`src/rtl/tick_sched.sv`:
```
// tick_sched: multi-channel tick-count timer scheduler with a round-robin valid/ready expiry event port.
// Optional feature macro: TICK_SCHED_PERIODIC_EN (periodic reload and sticky overrun flags).

module tick_sched #(
  parameter int NCH = 4,
  parameter int CW  = 8,
  localparam int CHW = (NCH > 1) ? $clog2(NCH) : 1
) (
  input  logic           clk_i,
  input  logic           rst_ni,
  input  logic           tick_i,
  input  logic           cmd_valid_i,
  input  logic [1:0]     cmd_op_i,
  input  logic [CHW-1:0] cmd_ch_i,
  input  logic [CW-1:0]  cmd_ticks_i,
  output logic           evt_valid_o,
  input  logic           evt_ready_i,
  output logic [CHW-1:0] evt_ch_o,
  output logic [NCH-1:0] busy_o,
  output logic [NCH-1:0] ovr_o
);

  localparam logic [1:0] OP_ONESHOT  = 2'b00;
  localparam logic [1:0] OP_CANCEL   = 2'b01;
  localparam logic [1:0] OP_PERIODIC = 2'b10;
  localparam logic [1:0] OP_NOP      = 2'b11;

  typedef enum logic {
    EVT_EMPTY,
    EVT_FULL
  } evt_state_e;

  evt_state_e     state_q;
  logic [CHW-1:0] evt_ch_q;
  logic [CHW-1:0] rr_ptr_q;

  logic [NCH-1:0] run_q, run_d;
  logic [NCH-1:0] pend_q, pend_d;
  logic [CW-1:0]  rem_q [NCH];
  logic [CW-1:0]  rem_d [NCH];

`ifdef TICK_SCHED_PERIODIC_EN
  logic [NCH-1:0] per_q, per_d;
  logic [NCH-1:0] ovr_q, ovr_d;
  logic [CW-1:0]  period_q [NCH];
  logic [CW-1:0]  period_d [NCH];
`endif

  logic [NCH-1:0] cmd_hit;
  logic [NCH-1:0] expire;
  logic [NCH-1:0] grant;
  logic           load;
  logic           win_found;
  logic [CHW-1:0] win_ch;
  logic [CHW-1:0] scan_idx;
  logic           is_cancel;
  logic           zero_start;

  always_comb begin
    cmd_hit    = '0;
    expire     = '0;
    is_cancel  = (cmd_op_i == OP_CANCEL);
    zero_start = (cmd_ticks_i == '0);
    for (int i = 0; i < NCH; i++) begin
      cmd_hit[i] = cmd_valid_i && (cmd_ch_i == CHW'(i)) && (cmd_op_i != OP_NOP);
      expire[i]  = tick_i && run_q[i] && (rem_q[i] == CW'(1));
    end
  end

  // Round-robin scan over registered pend flags, starting one past the last grant.
  always_comb begin
    win_found = 1'b0;
    win_ch    = '0;
    scan_idx  = '0;
    for (int k = 0; k < NCH; k++) begin
      scan_idx = rr_ptr_q + CHW'(k);
      if (!win_found && pend_q[scan_idx]) begin
        win_found = 1'b1;
        win_ch    = scan_idx;
      end
    end
  end

  assign load = (state_q == EVT_EMPTY) || evt_ready_i;

  always_comb begin
    grant = '0;
    if (load && win_found) begin
      grant[win_ch] = 1'b1;
    end
  end

  // Commands override expiry, and a same-cycle expiry keeps pend set even when granted.
  always_comb begin
    run_d  = run_q;
    pend_d = pend_q;
`ifdef TICK_SCHED_PERIODIC_EN
    per_d  = per_q;
    ovr_d  = ovr_q;
`endif
    for (int i = 0; i < NCH; i++) begin
      rem_d[i] = rem_q[i];
`ifdef TICK_SCHED_PERIODIC_EN
      period_d[i] = period_q[i];
`endif
      if (cmd_hit[i]) begin
        if (is_cancel) begin
          run_d[i]  = 1'b0;
          pend_d[i] = 1'b0;
`ifdef TICK_SCHED_PERIODIC_EN
          ovr_d[i]  = 1'b0;
`endif
        end else if (zero_start) begin
          run_d[i]  = 1'b0;
          pend_d[i] = 1'b1;
`ifdef TICK_SCHED_PERIODIC_EN
          ovr_d[i]  = 1'b0;
`endif
        end else begin
          run_d[i]  = 1'b1;
          pend_d[i] = 1'b0;
          rem_d[i]  = cmd_ticks_i;
`ifdef TICK_SCHED_PERIODIC_EN
          ovr_d[i]    = 1'b0;
          per_d[i]    = (cmd_op_i == OP_PERIODIC);
          period_d[i] = cmd_ticks_i;
`endif
        end
      end else if (expire[i]) begin
        pend_d[i] = 1'b1;
`ifdef TICK_SCHED_PERIODIC_EN
        if (pend_q[i] && !grant[i]) begin
          ovr_d[i] = 1'b1;
        end
        if (per_q[i]) begin
          rem_d[i] = period_q[i];
        end else begin
          run_d[i] = 1'b0;
        end
`else
        run_d[i] = 1'b0;
`endif
      end else begin
        if (tick_i && run_q[i] && (rem_q[i] > CW'(1))) begin
          rem_d[i] = rem_q[i] - CW'(1);
        end
        if (grant[i]) begin
          pend_d[i] = 1'b0;
        end
      end
    end
  end

  always_ff @(posedge clk_i or negedge rst_ni) begin
    if (!rst_ni) begin
      run_q  <= '0;
      pend_q <= '0;
      for (int i = 0; i < NCH; i++) begin
        rem_q[i] <= '0;
      end
    end else begin
      run_q  <= run_d;
      pend_q <= pend_d;
      for (int i = 0; i < NCH; i++) begin
        rem_q[i] <= rem_d[i];
      end
    end
  end

`ifdef TICK_SCHED_PERIODIC_EN
  always_ff @(posedge clk_i or negedge rst_ni) begin
    if (!rst_ni) begin
      per_q <= '0;
      ovr_q <= '0;
      for (int i = 0; i < NCH; i++) begin
        period_q[i] <= '0;
      end
    end else begin
      per_q <= per_d;
      ovr_q <= ovr_d;
      for (int i = 0; i < NCH; i++) begin
        period_q[i] <= period_d[i];
      end
    end
  end
`endif

  // Output register FSM: the presented channel only changes when empty or accepted.
  always_ff @(posedge clk_i or negedge rst_ni) begin
    if (!rst_ni) begin
      state_q  <= EVT_EMPTY;
      evt_ch_q <= '0;
      rr_ptr_q <= '0;
    end else begin
      case (state_q)
        EVT_EMPTY: begin
          if (win_found) begin
            state_q  <= EVT_FULL;
            evt_ch_q <= win_ch;
            rr_ptr_q <= win_ch + CHW'(1);
          end
        end
        EVT_FULL: begin
          if (evt_ready_i) begin
            if (win_found) begin
              evt_ch_q <= win_ch;
              rr_ptr_q <= win_ch + CHW'(1);
            end else begin
              state_q <= EVT_EMPTY;
            end
          end
        end
        default: state_q <= EVT_EMPTY;
      endcase
    end
  end

  assign evt_valid_o = (state_q == EVT_FULL);
  assign evt_ch_o    = evt_ch_q;
  assign busy_o      = run_q;
`ifdef TICK_SCHED_PERIODIC_EN
  assign ovr_o       = ovr_q;
`else
  assign ovr_o       = '0;
`endif

endmodule
```
`config.mk`:
```
export PLATFORM = sky130hd
export DESIGN_NAME = tick_sched
export DESIGN_NICKNAME = d
export VERILOG_FILES = /design/src/rtl/tick_sched.sv
export SDC_FILE = /design/constraint.sdc
export NUM_CORES = 1
export LEC_CHECK = 0
export CORE_UTILIZATION = 62
export DETAILED_ROUTE_END_ITERATION = 10
export PLACE_DENSITY_LB_ADDON = 0.15
export SYNTH_ARGS = -nofsm -noshare
export SYNTH_HDL_FRONTEND = slang
export SYNTH_SLANG_ARGS = --single-unit
export TNS_END_PERCENT = 20
```
`constraint.sdc`:
```
create_clock -name clk_i -period 4.55 [get_ports clk_i]
set_input_delay 0.6825 -clock clk_i [delete_from_list [all_inputs] [get_ports clk_i]]
set_output_delay 0.6825 -clock clk_i [all_outputs]
set_load 0.05 [all_outputs]
```
==> out/qor.csv <==
metric,value,unit
status,completed,
place_area,3110,um^2
core,4410,um^2
cap_viol_max_count,0,
root_buffer,clkbuf_8,
drt_iter0_markers,409,
synthArstFlopShare,100,%
final.period_utilization,57.1,%
cts.sinks,45,
drtPass1Iterations,6,
finClkSkew,7.66,ps
overflow,0,
setup_viol,0,
maxSlewHeadroom,34.0,%
cp.required,4750,ps
drive_gt1_share,10.2,%
cts_resized,0,
clock_path_buffers,2,
cp_slowest_cell,or4_4,
switching_share,41.6,%
combinationalPowerShare,41.5,%
finalSetupTns,0,ps
wl,6.98,mm
period_needed,2600,ps
cts_buffers,5,
avgSynthCellArea,8.96,um^2
diodes,0,
gr-usage-all-layers,29.8,%
startpoint_type,input pin,
p_leak,1.29,nW
route.detailed.drc,0,
syn_area,2870,um^2
ys_warn_count,0,
synth_area_leaders,"dfrtp_1 39%, nor2_1 5.4%, ha_1 5.2%",
area_delta_synth_final,11.9,%
fin_area,3210,um^2
worstSetupPathType,in2reg,
synthCells,320,
cts-hold-fix-buffers,0,
preCtsSetupSlack,1650,ps
hpwl,4.92,mm
path_clk_slew,80,ps
crit_chain,"clkdlybuf4s50_1, or4_4, o21a_4, nand2_2, nand2_1, a311oi_1",
setup_slack,1950,ps
critPathMaxStageDelay,650,ps
seq_power_share,41.6,%
initial_core_util,65.0,%
cts_tree,built,
rsz0062_at_grt,no,
synth_seq_area_share,39.3,%
grt_start_max_net_pins,46,
synth_seq_cells,45,
die_x,70.0,um
power.density,539,nW/um^2
worstPathArrival,2800,ps
yosysTopAreaCellShare,39.3,%
synth_flop_cell,dfrtp_1,
io_pins,28,
tightest_slew,989,ps
p_sw,0.000720,W
fmax,385,MHz
path_max_fanout,11,
num_vias,2673,
grt_pass1_wl,11.5,mm
rows,24,
port_buffers,23,
p_int,0.00101,W
drv_slew,0,
grt_antenna_before_repair,0,
grt_pass1_vias,2443,
gp_congestion,0.917,
synth_top_area_cell,dfrtp_1,
final_nets,372,
clock_latency,300,ps
synth-edff-count,0,
drtAntennaViolNets,0,
synth.most_common_cell,dfrtp_1,
chipHeight,70.0,um
ir_worst_vdd,0.000329,V
pwr-share-clk,16.9,%
final_hold_viol_count,0,
cp-end-kind,flip-flop,
wl_per_cell,17.7,um
post_cts_buffers,0,
yosysUniqueCellTypes,56,
h-tree-depth,2,
vias_per_cell,6.77,
die-area,4900,um^2
min_path_type,reg2reg,
yosys-top-cells-count,"45 x dfrtp_1, 41 x nor2_1, 32 x nand2_1",
fillers,344,
per-stage QoR:
step / hold WS (ps) / utilization (%) / power (W) / cells
6_report: 498 / 72.7 / 0.00173 / 395
2_1_floorplan: 387 / - / 0.00123 / 323
3_5_place_dp: 488 / 70.4 / 0.00143 / 388
3_3_place_gp: 484 / 70.4 / 0.00140 / 388
4_1_cts: 506 / 72.7 / 0.00173 / 395
5_1_grt: 540 / 72.7 / 0.00186 / 395
power groups by stage:
stage	registers [W]	clock network (W)	logic [W]
after floorplan	0.000746	0	0.000481
after global placement	0.000713	0	0.000690
after detailed placement	0.000715	0	0.000714
after CTS	0.000711	0.000301	0.000715
after global routing	0.000737	0.000315	0.000803
final	0.000718	0.000292	0.000718
path summary, 6_finish.rpt:
| path | start | endpoint | slack (ps) | cells after the start |
|---|---|---|---|---|
| setup reg to reg | rem_q[0] | rem_q[7] | 2360 | 7 |
| setup / recovery | cmd_ticks_i[6] | rem_q[31] | 1950 | 6 |
| max in group asynchronous | rst_ni | rem_q[16] | 3390 | 1 |
| min in group asynchronous | rst_ni | rem_q[6] | 540 | 1 |
| hold reg to reg | evt_ch_o[0] | evt_ch_o[0] | 500 | 1 |
| hold / removal | evt_ch_o[0] | evt_ch_o[0] | 500 | 1 |
layout by cell type, fill, tap and decap left out, drive strengths merged, types with 5 or more instances in the layout:
| cell | synthesis | routed |
|---|---|---|
| nor3 | 17 | 17 |
| inv | 16 | 16 |
| a21oi | 11 | 11 |
| a22oi | 5 | 5 |
| nor2 | 44 | 44 |
| a211oi | 14 | 14 |
| dfrtp | 45 | 45 |
| o311ai | 5 | 5 |
| or2 | 5 | 5 |
| or3 | 7 | 7 |
| nor4 | 5 | 5 |
| a311oi | 9 | 9 |
| a31oi | 5 | 5 |
| nand3 | 12 | 12 |
| clkdlybuf4s50 | 0 | 22 |
| ha | 12 | 12 |
| o22ai | 6 | 6 |
| o211ai | 6 | 6 |
| clkbuf | 4 | 5 |
| nand2 | 36 | 36 |
per-layer routing:
metal / track usage (%) / wire (um) / vias to the layer above
met1: 41.8 / 3160 / 1257
met2: 46.6 / 3160 / 139
met4: 10.2 / 153 / 0
li1: - / - / 1253
met3: 5.48 / 505 / 24
met5: 0 / 0 / -
final cells by class:
type | instances | area, um^2 | area share (%)
Multi-Input combinational cell | 251 | 1620 | 50.5
Sequential cell | 45 | 1130 | 35.1
Timing Repair Buffer | 24 | 233 | 7.25
Inverter | 16 | 60.1 | 1.87
Tap cell | 52 | 65.1 | 2.03
Clock buffer | 5 | 68.8 | 2.14
Clock inverter | 2 | 35.0 | 1.09
critical path, delay by kind of cell:
family / cells / cell delay, ps
AOI/OAI and AO/OA: 2 / 550
buffers and inverters: 1 / 590
and+or+nand+nor: 3 / 970
state kept, by name (all words and copies together) (netlist names):
register and cells:
busy_o 4, rem_q 32, rr_ptr_q 2, evt_valid_o 1, pend_q 4, evt_ch_o 2
cells by family after synthesis:
logic type / Yosys count / synth area share (%)
adders and majority gates: 12 / 5.24
and+or+nand+nor: 145 / 24.9
AOI/OAI and AO/OA: 88 / 25.1
muxes: 2 / 0.785
other: 1 / 0.131
buffers and inverters: 27 / 4.58
DFF: 45 / 39.3
No activity file was read; power rests on OpenSTA's default activity.
